$ cat config.mk
export PLATFORM = sky130hd
export DESIGN_NAME = ysyx_23060184_lsu
export DESIGN_NICKNAME = d
export VERILOG_FILES = /design/src/rtl/ysyx_23060184_lsu_pkg.sv /design/src/rtl/ysyx_23060184_lsu_align.sv /design/src/rtl/ysyx_23060184_lsu.sv
export SDC_FILE = /design/constraint.sdc
export NUM_CORES = 1
export LEC_CHECK = 0
export ABC_AREA = 1
export BUFFER_PORTS_ARGS = -buffer_cell sky130_fd_sc_hd__buf_2
export CORE_UTILIZATION = 56
export CTS_CLUSTER_DIAMETER = 30
export DETAILED_ROUTE_END_ITERATION = 7
export PLACE_DENSITY = 0.86
export SETUP_SLACK_MARGIN = 0.05
export SLEW_MARGIN = 30
export SYNTH_ARGS = -nofsm -noshare
export SYNTH_HDL_FRONTEND = slang
export SYNTH_SLANG_ARGS = --single-unit
$ cat constraint.sdc
create_clock -name clk -period 4.4 [get_ports clk]
set_clock_uncertainty 0.2 [all_clocks]
set_input_delay 0.44 -clock clk [delete_from_list [all_inputs] [get_ports clk]]
set_output_delay 0.44 -clock clk [all_outputs]
set_load 0.01 [all_outputs]
$ cat src/rtl/ysyx_23060184_lsu_pkg.sv
// rtl/ysyx_23060184_lsu_pkg.sv - shared codes for the load/store unit
package ysyx_23060184_defines;

  // access size codes
  localparam logic [1:0] SIZE_BYTE  = 2'd0;
  localparam logic [1:0] SIZE_HALF  = 2'd1;
  localparam logic [1:0] SIZE_WORD  = 2'd2;
  localparam logic [1:0] SIZE_DWORD = 2'd3;

  // fault cause codes reported to write-back
  localparam logic [1:0] CAUSE_NONE     = 2'd0;
  localparam logic [1:0] CAUSE_MISALIGN = 2'd1;
  localparam logic [1:0] CAUSE_SLVERR   = 2'd2;
  localparam logic [1:0] CAUSE_DECERR   = 2'd3;

  // AXI response codes
  localparam logic [1:0] RESP_OKAY   = 2'd0;
  localparam logic [1:0] RESP_EXOKAY = 2'd1;
  localparam logic [1:0] RESP_SLVERR = 2'd2;
  localparam logic [1:0] RESP_DECERR = 2'd3;

  // shared arbiter: grant vector width and the code owned by the data memory port
  localparam int                         NUM_ARB_MASTERS = 2;
  localparam logic [NUM_ARB_MASTERS-1:0] DATAMEM_GRANT   = 2'b10;

  // OKAY and EXOKAY are both successful completions
  function automatic logic [1:0] resp_to_cause(input logic [1:0] resp);
    case (resp)
      RESP_SLVERR: return CAUSE_SLVERR;
      RESP_DECERR: return CAUSE_DECERR;
      default:     return CAUSE_NONE;
    endcase
  endfunction

  // true when the low address bits are not a multiple of the access size
  function automatic logic is_misaligned(input logic [2:0] low_addr, input logic [1:0] sz);
    case (sz)
      SIZE_BYTE: return 1'b0;
      SIZE_HALF: return low_addr[0];
      SIZE_WORD: return |low_addr[1:0];
      default:   return |low_addr;
    endcase
  endfunction

endpackage

$ cat src/rtl/ysyx_23060184_lsu_align.sv
// rtl/ysyx_23060184_lsu_align.sv - byte-lane store shifter/strobes and load extractor/extender
module ysyx_23060184_lsu_align
  import ysyx_23060184_defines::*;
#(
  parameter  int DATA_WIDTH = 32,
  localparam int STRB_W     = DATA_WIDTH / 8,
  localparam int OFF_W      = $clog2(STRB_W)
) (
  input  logic [OFF_W-1:0]      offset,
  input  logic [1:0]            size,
  input  logic                  is_unsigned,
  input  logic [DATA_WIDTH-1:0] store_data,
  input  logic [DATA_WIDTH-1:0] rdata,
  output logic [DATA_WIDTH-1:0] wdata,
  output logic [STRB_W-1:0]     wstrb,
  output logic [DATA_WIDTH-1:0] load_data
);

  logic [OFF_W+2:0]      bit_shift;
  logic [STRB_W-1:0]     base_strb;
  logic [DATA_WIDTH-1:0] lane_data;
  logic                  sign_bit;

  assign bit_shift = {offset, 3'b000};
  assign wdata     = store_data << bit_shift;
  assign wstrb     = base_strb << offset;
  assign lane_data = rdata >> bit_shift;

  // one strobe bit per byte of the access, before moving it to its lane
  always_comb begin
    base_strb = '0;
    for (int i = 0; i < STRB_W; i++) begin
      base_strb[i] = (i < (1 << size));
    end
  end

  // keep the accessed bytes and fill the rest with the sign bit or zero
  always_comb begin
    case (size)
      SIZE_BYTE: sign_bit = lane_data[7];
      SIZE_HALF: sign_bit = lane_data[15];
      default:   sign_bit = lane_data[31];
    endcase
    load_data = '0;
    for (int i = 0; i < DATA_WIDTH; i++) begin
      if (i < (8 << size)) begin
        load_data[i] = lane_data[i];
      end else begin
        load_data[i] = sign_bit & ~is_unsigned;
      end
    end
  end

endmodule

$ cat src/rtl/ysyx_23060184_lsu.sv
// rtl/ysyx_23060184_lsu.sv - load/store unit with a single AXI4-Lite master port
module ysyx_23060184_lsu
  import ysyx_23060184_defines::*;
#(
  parameter  int                     DATA_WIDTH  = 32,  // 32 or 64
  parameter  int                     ADDR_WIDTH  = 32,
  parameter  int                     NUM_MASTERS = NUM_ARB_MASTERS,
  parameter  logic [NUM_MASTERS-1:0] GRANT_ID    = DATAMEM_GRANT,
  localparam int                     STRB_W      = DATA_WIDTH / 8,
  localparam int                     OFF_W       = $clog2(STRB_W)
) (
  input  logic                   clk,
  input  logic                   resetn,
  input  logic                   e_valid,
  output logic                   m_ready,
  input  logic                   mem_read,
  input  logic                   mem_write,
  input  logic [ADDR_WIDTH-1:0]  addr,
  input  logic [1:0]             size,
  input  logic                   is_unsigned,
  input  logic [DATA_WIDTH-1:0]  store_data,
  output logic                   m_valid,
  input  logic                   w_ready,
  output logic [DATA_WIDTH-1:0]  result,
  output logic                   fault,
  output logic [1:0]             fault_cause,
  output logic                   req,
  input  logic [NUM_MASTERS-1:0] grant,
  output logic [ADDR_WIDTH-1:0]  araddr,
  output logic                   arvalid,
  input  logic                   arready,
  input  logic [DATA_WIDTH-1:0]  rdata,
  input  logic [1:0]             rresp,
  input  logic                   rvalid,
  output logic                   rready,
  output logic [ADDR_WIDTH-1:0]  awaddr,
  output logic                   awvalid,
  input  logic                   awready,
  output logic [DATA_WIDTH-1:0]  wdata,
  output logic [STRB_W-1:0]      wstrb,
  output logic                   wvalid,
  input  logic                   wready,
  input  logic [1:0]             bresp,
  input  logic                   bvalid,
  output logic                   bready
);

  localparam logic [2:0] S_IDLE  = 3'd0;
  localparam logic [2:0] S_ARB   = 3'd1;
  localparam logic [2:0] S_RADDR = 3'd2;
  localparam logic [2:0] S_RDATA = 3'd3;
  localparam logic [2:0] S_WREQ  = 3'd4;
  localparam logic [2:0] S_WRESP = 3'd5;
  localparam logic [2:0] S_DONE  = 3'd6;

  logic [2:0]            state;
  logic [ADDR_WIDTH-1:0] addr_q;
  logic [1:0]            size_q;
  logic                  uns_q;
  logic                  read_q;
  logic [DATA_WIDTH-1:0] sdata_q;

  logic [ADDR_WIDTH-1:0] bus_addr;
  logic [DATA_WIDTH-1:0] lane_wdata;
  logic [STRB_W-1:0]     lane_wstrb;
  logic [DATA_WIDTH-1:0] load_data;
  logic                  aw_done;
  logic                  w_done;

  assign m_ready  = (state == S_IDLE);
  assign m_valid  = (state == S_DONE);
  assign bus_addr = {addr_q[ADDR_WIDTH-1:OFF_W], {OFF_W{1'b0}}};

  // a channel counts as done once its valid has dropped or is handshaking now
  assign aw_done = ~awvalid | awready;
  assign w_done  = ~wvalid | wready;

  ysyx_23060184_lsu_align #(
    .DATA_WIDTH (DATA_WIDTH)
  ) u_align (
    .offset      (addr_q[OFF_W-1:0]),
    .size        (size_q),
    .is_unsigned (uns_q),
    .store_data  (sdata_q),
    .rdata       (rdata),
    .wdata       (lane_wdata),
    .wstrb       (lane_wstrb),
    .load_data   (load_data)
  );

  // operation FSM; every bus output is registered so valids never follow readies combinationally
  always_ff @(posedge clk or negedge resetn) begin
    if (!resetn) begin
      state       <= S_IDLE;
      addr_q      <= '0;
      size_q      <= SIZE_BYTE;
      uns_q       <= 1'b0;
      read_q      <= 1'b0;
      sdata_q     <= '0;
      result      <= '0;
      fault       <= 1'b0;
      fault_cause <= CAUSE_NONE;
      req         <= 1'b0;
      araddr      <= '0;
      arvalid     <= 1'b0;
      rready      <= 1'b0;
      awaddr      <= '0;
      awvalid     <= 1'b0;
      wdata       <= '0;
      wstrb       <= '0;
      wvalid      <= 1'b0;
      bready      <= 1'b0;
    end else begin
      case (state)
        S_IDLE: begin
          if (e_valid && m_ready) begin
            addr_q      <= addr;
            size_q      <= size;
            uns_q       <= is_unsigned;
            read_q      <= mem_read;
            sdata_q     <= store_data;
            result      <= '0;
            fault       <= 1'b0;
            fault_cause <= CAUSE_NONE;
            if (!mem_read && !mem_write) begin
              state <= S_DONE;
            end else if (is_misaligned(addr[2:0], size)) begin
              fault       <= 1'b1;
              fault_cause <= CAUSE_MISALIGN;
              state       <= S_DONE;
            end else begin
              req   <= 1'b1;
              state <= S_ARB;
            end
          end
        end
        S_ARB: begin
          if (grant == GRANT_ID) begin
            if (read_q) begin
              araddr  <= bus_addr;
              arvalid <= 1'b1;
              state   <= S_RADDR;
            end else begin
              awaddr  <= bus_addr;
              wdata   <= lane_wdata;
              wstrb   <= lane_wstrb;
              awvalid <= 1'b1;
              wvalid  <= 1'b1;
              state   <= S_WREQ;
            end
          end
        end
        S_RADDR: begin
          if (arready) begin
            arvalid <= 1'b0;
            rready  <= 1'b1;
            state   <= S_RDATA;
          end
        end
        S_RDATA: begin
          if (rvalid) begin
            rready      <= 1'b0;
            req         <= 1'b0;
            result      <= load_data;
            fault       <= (resp_to_cause(rresp) != CAUSE_NONE);
            fault_cause <= resp_to_cause(rresp);
            state       <= S_DONE;
          end
        end
        S_WREQ: begin
          if (aw_done && w_done) begin
            awvalid <= 1'b0;
            wvalid  <= 1'b0;
            bready  <= 1'b1;
            state   <= S_WRESP;
          end else begin
            if (awready) awvalid <= 1'b0;
            if (wready)  wvalid  <= 1'b0;
          end
        end
        S_WRESP: begin
          if (bvalid) begin
            bready      <= 1'b0;
            req         <= 1'b0;
            fault       <= (resp_to_cause(bresp) != CAUSE_NONE);
            fault_cause <= resp_to_cause(bresp);
            state       <= S_DONE;
          end
        end
        S_DONE: begin
          if (w_ready) state <= S_IDLE;
        end
        default: state <= S_IDLE;
      endcase
    end
  end

endmodule

Word-level counts from Yosys, hierarchy flattened
Index checks and enable logic that the tools add are counted.
- input bits: 116
- register bits: 208
- $lt $le $gt $ge: 36
- bitwise gates (word level): 7
- shift-type cells: 5
- eq/ne operators: 27
- multiplexer cells: 89
- reductions and logical operators: 30
- operator list (cell ; count):
    $lt 6x32->1 const A ; 16
    $lt 5x32->1 const A ; 8
    $lt 3x32->1 const A ; 4
    $lt 4x32->1 const A ; 4
    $lt 1x32->1 const A ; 2
    $lt 2x32->1 const A ; 2
    $mux 32 ; 2
    $pmux 32 s2 ; 1
    $mux 1 ; 58
    $shl 1x2->32 const A ; 1
    $shl 32x5->32 ; 1
    $shl 4x2->32 const A ; 1
    $shr 32x5->32 ; 1
    $mux 3 ; 10
    $pmux 3 s7 ; 1
    $ne 2x2->1 const B ; 9
    $reduce_and 4->1 ; 4
    $reduce_and 3->1 ; 5
    $reduce_bool 2->1 ; 7
    $eq 2x2->1 const B ; 6
    $pmux 1 s2 ; 6
    $mux 2 ; 5
    $eq 3x3->1 const B ; 3
    $pmux 1 s3 ; 3
    21 further kinds ; 34

Longest topological paths before layout
Gate-level depths: netlist of run 1.
- depth after elaboration: 9
- gate-level depth with buffers: 10

By module
From an unflattened synthesis of run 1, not the netlist that was laid out.
- cell total of the unflattened synthesis: 1207
- area total of the unflattened synthesis: 9570.4 sq um
- by module, submodules not included (module ; cells an instance ; sequential area each (sq um) ; times used ; area an instance (sq um)):
    ysyx_23060184_lsu ; 937 ; 5205.0 ; 1 ; 8319.2
    ysyx_23060184_lsu_align ; 270 ; 0.0 ; 1 ; 1251.2

Worst setup path before layout of run 1
OpenSTA, ideal clock, no wires.
- path kind: reg-to-reg
- from: register state[1]
- to: register sdata_q[11]
- buffers on the path: 1
- data arrival time: 1.403 ns
- clock period less this slack: 1.731 ns
- setup slack: 2.669 ns
- cell stages (with the launch flop): 7
- cell sequence: dfrtp_1 -> inv_1 -> nand2_1 -> nor2_4 -> nand2_4 -> buf_2 -> mux2_1
- longest elaborated chain between the ends: 3
- RTL lines (element ; line ; RTL):
    start, declared ; ysyx_23060184_lsu.sv:56 ; logic [2:0] state;
    start signal, assigned ; ysyx_23060184_lsu.sv:94 ; state <= S_IDLE;
    start signal, assigned ; ysyx_23060184_lsu.sv:126 ; state <= S_DONE;
    start signal, assigned ; ysyx_23060184_lsu.sv:130 ; state <= S_DONE;
    $logic_not 3->1 (*) ; ysyx_23060184_lsu.sv:70 ; assign m_ready = (state == S_IDLE);
    named net m_ready ; ysyx_23060184_lsu.sv:15 ; output logic m_ready,
    $logic_and 1x1->1 ; ysyx_23060184_lsu.sv:116 ; if (e_valid && m_ready) begin
    $reduce_and 2->1 (no source line) (*) ; - ;
    end signal, assigned ; ysyx_23060184_lsu.sv:121 ; sdata_q <= store_data;
    end, declared ; ysyx_23060184_lsu.sv:61 ; logic [DATA_WIDTH-1:0] sdata_q;
The timed path passes the listed nets; every way through them passes the cells marked *.
A chain may end at the register's enable or synchronous reset.

Final worst setup path of run 1
- from: register state[0]
- to: register addr_q[14]
- longest elaborated chain between the ends: 3
- RTL lines (element ; line ; RTL):
    $logic_not 3->1 (*) ; ysyx_23060184_lsu.sv:70, ysyx_23060184_lsu.sv:114 ;
    $logic_and 1x1->1 ; ysyx_23060184_lsu.sv:116 ;
    $reduce_and 2->1 (no source line) (*) ; - ;
    end signal, assigned ; ysyx_23060184_lsu.sv:117 ; addr_q <= addr;
    end, declared ; ysyx_23060184_lsu.sv:57 ; logic [ADDR_WIDTH-1:0] addr_q;
Mark *: on every way between the ends. The rest lies on a longest branch, timed or not.

==> flow_summary.json, run 1 <==
{
  "initial_core_util": 0.5775,
  "hold_path.class": "in2reg",
  "crit_buf_inv": 2,
  "hold_buffers": 47,
  "cp-end-kind": "flop",
  "gp_congestion": 0.8336,
  "seq_area_frac_synth": 0.5633,
  "fin_crit_ns": 2.619,
  "busiest_layer": "met2",
  "die_w_um": 130.5,
  "drc": 0,
  "power.density_nw_per_um2": 786.3,
  "critPathKind": "reg2reg",
  "yosys.area.top_type": "dfrtp_1",
  "p_switching_mw": 3.704,
  "clockBufferDepth": 3,
  "place_inst": 1475,
  "core_um2": 16000,
  "setup_violations": 0,
  "track_usage": 0.3458,
  "slew_headroom": 0.4749,
  "outcome": "complete, no violations",
  "final_max_slew_viol_count": 0,
  "syn_inst": 1049,
  "final-hold-violation-count": 0,
  "pin_count": 259,
  "pwr-share-seq": 0.339,
  "synthDistinctLibCells": 29,
  "grtUsageMet1": 0.4213,
  "drv_cap": 0,
  "clk_pin_slew_ns": 0.06,
  "grt-ovfl-total": 0,
  "synth-seq-cells": 208,
  "irDropWorstVdd_mv": 0.4828,
  "cts_tree": "built",
  "internal_power_mw": 6.132,
  "synth_top_area_frac": 0.5633,
  "cts_buffers": 40,
  "nets": 1464,
  "hpwlAfterDp_um": 17170,
  "cp-start-kind": "flop",
  "yosys-top-cells-area": "dfrtp_1 (56%), nand2_1 (17%), mux2_2 (4.9%)",
  "netlist_area_um2": 9240,
  "tightestPinTransition_ns": 0.7876,
  "vias": 8975,
  "viasPerCell": 5.620,
  "h-tree-depth": 2,
  "yosysWarnings": 0,
  "drive_gt1_frac": 0.2935,
  "clock_sinks": 208,
  "worstPathRequired_ns": 4.60,
  "max_freq_mhz": 381.8,
  "use_met3": 0.08021,
  "slowest_stage": "buf_4",
  "drt-total-wl_um": 29680,
  "grt_max_degree": 85,
  "holdWs_ns": 0.005165,
  "postCtsSetupRepairBufs": 0,
  "swShare": 0.3766,
  "area_growth_pct": 35.38,
  "root_buffer": "clkbuf_16",
  "arrival_ns": 2.82,
  "ant_nets": 0,
  "avgSynthCellArea_um2": 8.808,
  "grt_pass1_wl_um": 44750,
  "drt-wirelength-per-cell_um": 18.58,
  "die_area_um2": 17020,
  "rows": 46,
  "die_height_um": 130.5,
  "finalSetupTns_ns": 0,
  "clock_latency_ns": 0.52,
  "final_cells": 1597,
  "cp_max_fo": 50,
  "finalCritPeriodShare": 0.5952,
  "drt_iter0_markers": 735,
  "path_delay_family": "buffers and inverters",
  "pwr-share-clk": 0.328,
  "critPathMaxStageDelay_ns": 0.60,
  "p_comb_frac": 0.333,
  "grt_setup_unrepaired": "false",
  "grt_pass1_vias": 8747,
  "drtPass1Iterations": 6,
  "crit_path_cell_trace": "inv_1 > nand2_1 > nor2_4 > nand2_4 > buf_4 > mux2_2",
  "cts.repair.resized": 0,
  "met2_usage": 0.5682,
  "leakage_nw": 6.771,
  "grt_antenna_before_repair": 1,
  "io_buffers": 254
}
-- layout by cell type (no fill, tap or decap), types with 5 or more instances in the layout --
master / instances
a21oi_1: 42
buf_2: 253
buf_4: 11
bufinv_16: 5
clkbuf_16: 42
clkbuf_8: 8
clkinv_4: 6
dfrtp_1: 207
dlygate4sd3_1: 47
inv_1: 47
mux2_1: 6
mux2_2: 40
nand2_1: 411
nand2_2: 5
nand3_1: 53
nor2_1: 49
o211ai_1: 22
o21ai_0: 75
o21ai_2: 8
-- layout make-up --
type	count	area [µm²]
diodes	1	2.502
clock buffers	51	1155
clock inverters	23	296.5
fillers	1007	3491
inverters	52	195.2
multi-input cells	734	3551
flip-flops and latches	208	5206
well taps	216	270.3
repair buffers	312	1833
-- layer usage --
metal / up-vias / share of wire
met1: 4259 / 0.37
li1: 3992 / -
met3: 127 / 0.093
met5: - / 0
met2: 597 / 0.48
met4: 0 / 0.055
-- sequential cells by signal (all words and copies together) (netlist names) --
signal       flops
addr_q          32
araddr          30
arvalid          1
awaddr          30
awvalid          1
bready           1
fault            1
fault_cause      2
read_q           1
req              1
result          32
rready           1
sdata_q         32
size_q           2
state            3
uns_q            1
wdata           32
wstrb            4
wvalid           1
-- metrics by stage --
stage	cell area, µm²	worst slack [ns]	util	total power, mW
after floorplan	9251	2.669	-	5.237
after global placement	10590	1.892	0.6616	6.243
after detailed placement	10590	1.823	0.6616	6.379
after CTS	12510	1.823	0.7817	9.701
after global routing	12510	1.645	0.7818	10.34
final	12510	1.781	0.7818	9.836
-- Yosys cell counts --
library cell    n
o21ai_2         8
nor2_4          4
a21oi_1        42
nand3_1        54
inv_1          48
buf_1           1
nand2_2         5
buf_2          20
o21ai_1         1
clkbuf_2        1
inv_2           3
nor2_1         50
mux2_1          6
o211ai_1       22
dfrtp_1       208
nand2_4         2
nor3_4          1
nand2_1       411
o21a_1          3
clkbuf_1       20
mux2_2         40
buf_4          15
conb_1          1
a21boi_0        4
buf_6           1
o21ai_0        75
nand3_2         1
nand4_1         1
clkinv_1        1
-- power by group through the flow --
stage	sequential, mW	clock [mW]	combinational (mW)
floorplan	3.43	0	1.80
CTS	3.28	3.23	3.19
global placement	3.26	0	2.98
global route	3.41	3.33	3.59
finish	3.34	3.22	3.27
detailed placement	3.28	0	3.10
-- final timing paths --
kind                                  endpoint            from  slack (ns)  depth (start not counted)
worst max-delay path                addr_q[14]        state[0]        1.78                          6
worst min-delay path               sdata_q[11]  store_data[11]       0.005                          2
worst max register to register      addr_q[14]        state[0]        1.78                          6
worst min register to register      result[17]      result[17]        0.27                          2
max in group asynchronous          sdata_q[22]          resetn        2.54                          3
min in group asynchronous       fault_cause[0]          resetn        0.35                          2
-- kinds of logic after synthesis --
logic type,after synthesis,share of synthesized area
simple gates,529,0.2307
flops,208,0.5633
compound gates,155,0.09506
buf+inv,110,0.05443
mux,46,0.05606
other cells,1,0.0004058
No activity file was read; power rests on OpenSTA's default activity.
==> run 2: changes to the inputs <==
- CORE_UTILIZATION: 56 -> 47
- PLACE_DENSITY: 0.86 -> 0.77
- clock period: 4.4 -> 2.38 ns (I/O delays scaled with it)
==> flow_summary.json, run 2 (synthesis results as in run 1) <==
{
  "busiest_layer": "met2",
  "power.density_nw_per_um2": 1370,
  "clockBufferDepth": 3,
  "die_area_um2": 20230,
  "initial_core_util": 0.4875,
  "reg2reg_depth": 7,
  "root_buffer": "clkbuf_16",
  "drt_iter0_markers": 581,
  "finalInstanceArea_um2": 13230,
  "worst_r2r_endpoint": "result[6]",
  "critPathKind": "reg2reg",
  "cts_buffers": 42,
  "core_um2": 18960,
  "io_buffers": 254,
  "drv_cap": 0,
  "die_w_um": 142.2,
  "cp-start-kind": "flop",
  "leakage_nw": 7.047,
  "postCtsSetupRepairBufs": 0,
  "h-tree-depth": 2,
  "hold_path_depth": 5,
  "die_height_um": 142.2,
  "clk_pin_slew_ns": 0.05,
  "drtPass1Iterations": 5,
  "ant_nets": 0,
  "drt-total-wl_um": 29420,
  "max_freq_mhz": 454.2,
  "cts_tree": "built",
  "tightestPinTransition_ns": 0.6316,
  "final-hold-violation-count": 0,
  "cp_max_fo": 17,
  "cp-end-kind": "flop",
  "slowest_stage": "dlygate4sd3_1",
  "whs_endpoint": "result[12]",
  "crit_path_cell_trace": "buf_4 > buf_4 > a21oi_1 > a21oi_1 > o21ai_0 > dlygate4sd3_1 > o21ai_0",
  "irDropWorstVdd_mv": 0.7982,
  "area_growth_pct": 43.14,
  "place_inst": 1533,
  "arrival_ns": 2.43,
  "grt_antenna_before_repair": 1,
  "setup_violations": 0,
  "slew_headroom": 0.5790,
  "p_total_mw": 18.12,
  "fin_crit_ns": 2.202,
  "vias": 8957,
  "r2r-start": "addr_q[1]",
  "met2_usage": 0.4982,
  "hpwlAfterDp_um": 18130,
  "finalCritPeriodShare": 0.9251,
  "pin_count": 259,
  "grtUsageMet1": 0.3539,
  "critPathMaxStageDelay_ns": 0.58,
  "viasPerCell": 5.247,
  "grt-ovfl-total": 0,
  "drc": 0,
  "clock_latency_ns": 0.52,
  "grt_pass1_wl_um": 46220,
  "outcome": "complete, no violations",
  "track_usage": 0.2953,
  "finalSetupTns_ns": 0,
  "nets": 1533,
  "hold_path.class": "in2reg",
  "clock_sinks": 208,
  "final_cells": 1707,
  "grt_pass1_vias": 9101,
  "min_from": "rdata[20]",
  "rrSetupSlack_ns": 0.18,
  "worstPathRequired_ns": 2.61,
  "mostFrequentLayoutCells": "nand2_1 (411), buf_2 (253), dfrtp_1 (206)",
  "grt_setup_unrepaired": "false",
  "final_common_cell": "nand2_1",
  "gp_congestion": 0.9877,
  "rows": 50,
  "final_max_slew_viol_count": 0,
  "use_met3": 0.05552,
  "drt-wirelength-per-cell_um": 17.23,
  "num-fill-cells": 1392,
  "drive_gt1_frac": 0.2898,
  "place_area_um2": 10800,
  "grt_max_degree": 74
}
==> run 2: changes by cell type in the layout (fill, tap and decap cells not counted), moves of 2 or more <==
| cell | before | now |
|---|---|---|
| buf_12 | 0 | 4 |
| clkinvlp_4 | 3 | 7 |
| clkinv_2 | 4 | 8 |
| buf_4 | 11 | 20 |
| clkinv_4 | 6 | 1 |
| inv_6 | 4 | 2 |
| dlygate4sd3_1 | 47 | 100 |
==> run 2: metrics by stage <==
| stage | setup slack (ns) | hold WS, ns | utilization |
|---|---|---|---|
| after floorplan | 0.6495 | -0.2576 | - |
| after global placement | 0.3963 | 0.1060 | 0.5695 |
| after detailed placement | 0.3524 | 0.1074 | 0.5695 |
| after CTS | 0.09986 | 0.007879 | 0.6970 |
| after global routing | 0.07335 | 0.04094 | 0.6978 |
| final | 0.1783 | 0.02327 | 0.6978 |
==> run 2: layout make-up <==
cell class / instances / area, µm² / area share
Inverter: 52 / 202.7 / 0.01532
Timing Repair Buffer: 379 / 2522 / 0.1907
Clock buffer: 51 / 1145 / 0.08656
Sequential cell: 208 / 5207 / 0.3937
Clock inverter: 22 / 270.3 / 0.02043
Multi-Input combinational cell: 734 / 3551 / 0.2685
Tap cell: 260 / 325.3 / 0.02460
Antenna cell: 1 / 2.502 / 0.0001892
==> run 2: critical path: cells and delay by family, from the launching register on <==
kind / cells / cell delay (ns)
buf+inv: 3 / 1.04
flops: 1 / 0.44
compound gates: 4 / 0.43
==> run 2: how the worst max path moves through the flow <==
stage | from | endpoint | slack, ns | depth (start not counted)
6_report | addr_q[1] | result[6] | 0.18 | 7
5_1_grt | addr_q[1] | result[6] | 0.07 | 7
4_1_cts | addr_q[0] | result[6] | 0.1 | 7
3_5_place_dp | state[1] | wdata[15] | 0.35 | 7
3_3_place_gp | state[0] | sdata_q[29] | 0.40 | 6
2_1_floorplan | state[1] | sdata_q[11] | 0.65 | 6
==> run 2: per-layer routing <==
metal  part of all wire  vias to the layer above
met2               0.49                      457
met4              0.052                        0
met5                  0                        -
met3              0.073                      115
met1               0.39                     4268
li1                   -                     4117
==> run 2: where the power goes <==
| group | internal [mW] | total, mW | switching, mW |
|---|---|---|---|
| clock network | 3.94 | 5.83 | 1.89 |
| registers | 5.10 | 6.12 | 1.02 |
| logic | 2.43 | 6.17 | 3.73 |
| total | 11.5 | 18.1 | 6.64 |
==> run 2: timing repair <==
| item | CTS | global route |
|---|---|---|
| hold buffers | 100 | 0 |
| endpoints found under the setup margin | 0 | 4 |
| gates resized for setup | 0 | 4 |
| hold endpoints to repair | 164 | 0 |
==> run 3: changes to the inputs <==
- ABC_AREA: 1 -> not set
- CORE_UTILIZATION: 47 -> 40
- PLACE_DENSITY: 0.77 -> 0.67
==> flow_summary.json, run 3 <==
{
  "outcome": "complete, no violations",
  "clk_pin_slew_ns": 0.05,
  "grtUsageMet1": 0.2723,
  "drt-total-wl_um": 26160,
  "finalCritPeriodShare": 0.9193,
  "setup_violations": 0,
  "max_freq_mhz": 457.0,
  "cts.repair.resized": 0,
  "drv_cap": 0,
  "viasPerCell": 5.105,
  "rows": 55,
  "clock_sinks": 208,
  "cts_buffers": 49,
  "final_cells": 1501,
  "cp-start-kind": "flop",
  "drt-wirelength-per-cell_um": 17.43,
  "syn_inst": 798,
  "multi_input_area_um2": 3649,
  "cp_max_fo": 32,
  "synth-seq-cells": 208,
  "cts_tree": "built",
  "h-tree-depth": 2,
  "finalInstanceArea_um2": 13560,
  "power.density_nw_per_um2": 1403,
  "met2_usage": 0.3848,
  "postCtsSetupRepairBufs": 0,
  "clock_latency_ns": 0.52,
  "pin_count": 259,
  "initial_core_util": 0.4070,
  "root_buffer": "clkbuf_16",
  "final-hold-violation-count": 0,
  "track_usage": 0.2257,
  "num-fill-cells": 1827,
  "gp_congestion": 0.7841,
  "core_um2": 22570,
  "yosysWarnings": 0,
  "yosys.area.top_type": "dfrtp_1",
  "grt_max_degree": 64,
  "arrival_ns": 2.38,
  "final_max_slew_viol_count": 0,
  "place_area_um2": 10830,
  "drt_iter0_markers": 421,
  "drc": 0,
  "cp-end-kind": "flop",
  "netlist_area_um2": 9188,
  "avgSynthCellArea_um2": 11.51,
  "drtPass1Iterations": 6,
  "grt_setup_unrepaired": "false",
  "synthMostInstantiatedCell": "dfrtp_1",
  "io_buffers": 254,
  "nets": 1297,
  "worstPathRequired_ns": 2.58,
  "async_flop_share": 1.000,
  "irDropWorstVdd_mv": 0.7550,
  "tightestPinTransition_ns": 0.8492,
  "p_total_mw": 19.02,
  "place_inst": 1308,
  "yosys_most_used_dff": "dfrtp_1",
  "critPathKind": "reg2reg",
  "use_met3": 0.06623,
  "finalSetupTns_ns": 0,
  "fin_crit_ns": 2.188,
  "die_area_um2": 23580,
  "final_common_cell": "buf_2",
  "seq_area_um2": 5207,
  "seq_area_frac_synth": 0.5665,
  "hold_buffers": 107,
  "busiest_layer": "met2",
  "area_growth_pct": 47.61,
  "grt-ovfl-total": 0,
  "synth_top_area_frac": 0.5665,
  "reg2reg_depth": 6,
  "synth-edff-count": 0,
  "synthDistinctLibCells": 57,
  "mostFrequentLayoutCells": "buf_2 (253), dfrtp_1 (206), nand2_1 (144)",
  "vias": 7663,
  "die_w_um": 153.6,
  "clockBufferDepth": 3,
  "hold_path.class": "in2async",
  "leakage_nw": 6.729,
  "yosys-top-cells-area": "dfrtp_1 (57%), mux2_2 (14%), nand2_1 (5.9%)",
  "hpwlAfterDp_um": 16600,
  "slew_headroom": 0.4317,
  "drive_gt1_frac": 0.4041,
  "synthTopCellsByCount": "dfrtp_1 (208), nand2_1 (144), mux2_2 (113)",
  "grt_pass1_vias": 8051,
  "grt_antenna_before_repair": 1,
  "ant_nets": 0,
  "die_height_um": 153.6,
  "grt_pass1_wl_um": 42230,
  "holdWs_ns": 0.02844
}
## run 3: cell count changes after synthesis, moves of 12 or more
cell      previous run  this run
nand3_1             54        13
mux2_2              40       113
a22oi_1              0        16
o211ai_1            22         1
mux2i_1              0        32
nor2b_1              0        13
inv_1               48         7
o21ai_0             75        49
nand2_1            411       144
nor2_1              50        25
a211oi_1             0        12
## run 3: cell families (layout without fill, tap and decap cells)
kind of cell	count (synthesis)	after routing	synth area share
simple gates	225	225	0.1113
flops	208	208	0.5665
other cells	1	5	0.0004082
compound gates	150	150	0.1021
mux	149	149	0.1815
buf+inv	65	479	0.03813
## run 3: final timing paths
kind | start | to | slack, ns
setup / recovery | addr_q[0] | result[1] | 0.19
hold / removal | resetn | wdata[27] | 0.03
setup reg to reg | addr_q[0] | result[1] | 0.19
hold reg to reg | wdata[15] | wdata[15] | 0.27
max in group asynchronous | resetn | sdata_q[31] | 1.28
min in group clk | rdata[0] | result[0] | 0.03
## run 3: layout make-up
| cell class | instances | area share |
|---|---|---|
| Antenna cell | 1 | 0.0001845 |
| Clock buffer | 60 | 0.09946 |
| Clock inverter | 25 | 0.02306 |
| Inverter | 7 | 0.001937 |
| Multi-Input combinational cell | 528 | 0.2690 |
| Sequential cell | 208 | 0.3840 |
| Tap cell | 285 | 0.02629 |
| Timing Repair Buffer | 387 | 0.1961 |
## run 3: metal layers
metal / vias up / wire, µm
met5: - / 0
met3: 53 / 2103
met1: 3747 / 10830
li1: 3574 / -
met2: 289 / 12660
met4: 0 / 571
## run 3: through the flow
step	setup WS, ns	util
final	0.1919	0.6008
after CTS	0.2076	0.6007
after detailed placement	0.2362	0.4797
after floorplan	0.4284	-
after global routing	0.07713	0.6008
after global placement	0.3077	0.4797
## run 3: report_power, final
group          total, mW  internal (mW)  leakage [nW]  switching, mW
sequential          6.22           5.10          2.65           1.12
clock               6.64           4.62         0.792           2.02
combinational       6.17           2.95          3.29           3.21
total               19.0           12.7          6.73           6.35
## run 3: critical path: stages (launching register included)
cell and delay, ns:
dfrtp_2 0.55, buf_12 0.25, mux2i_1 0.20, dlygate4sd3_1 0.56, nor2_1 0.05, a21oi_1 0.15
o21ai_0 0.09
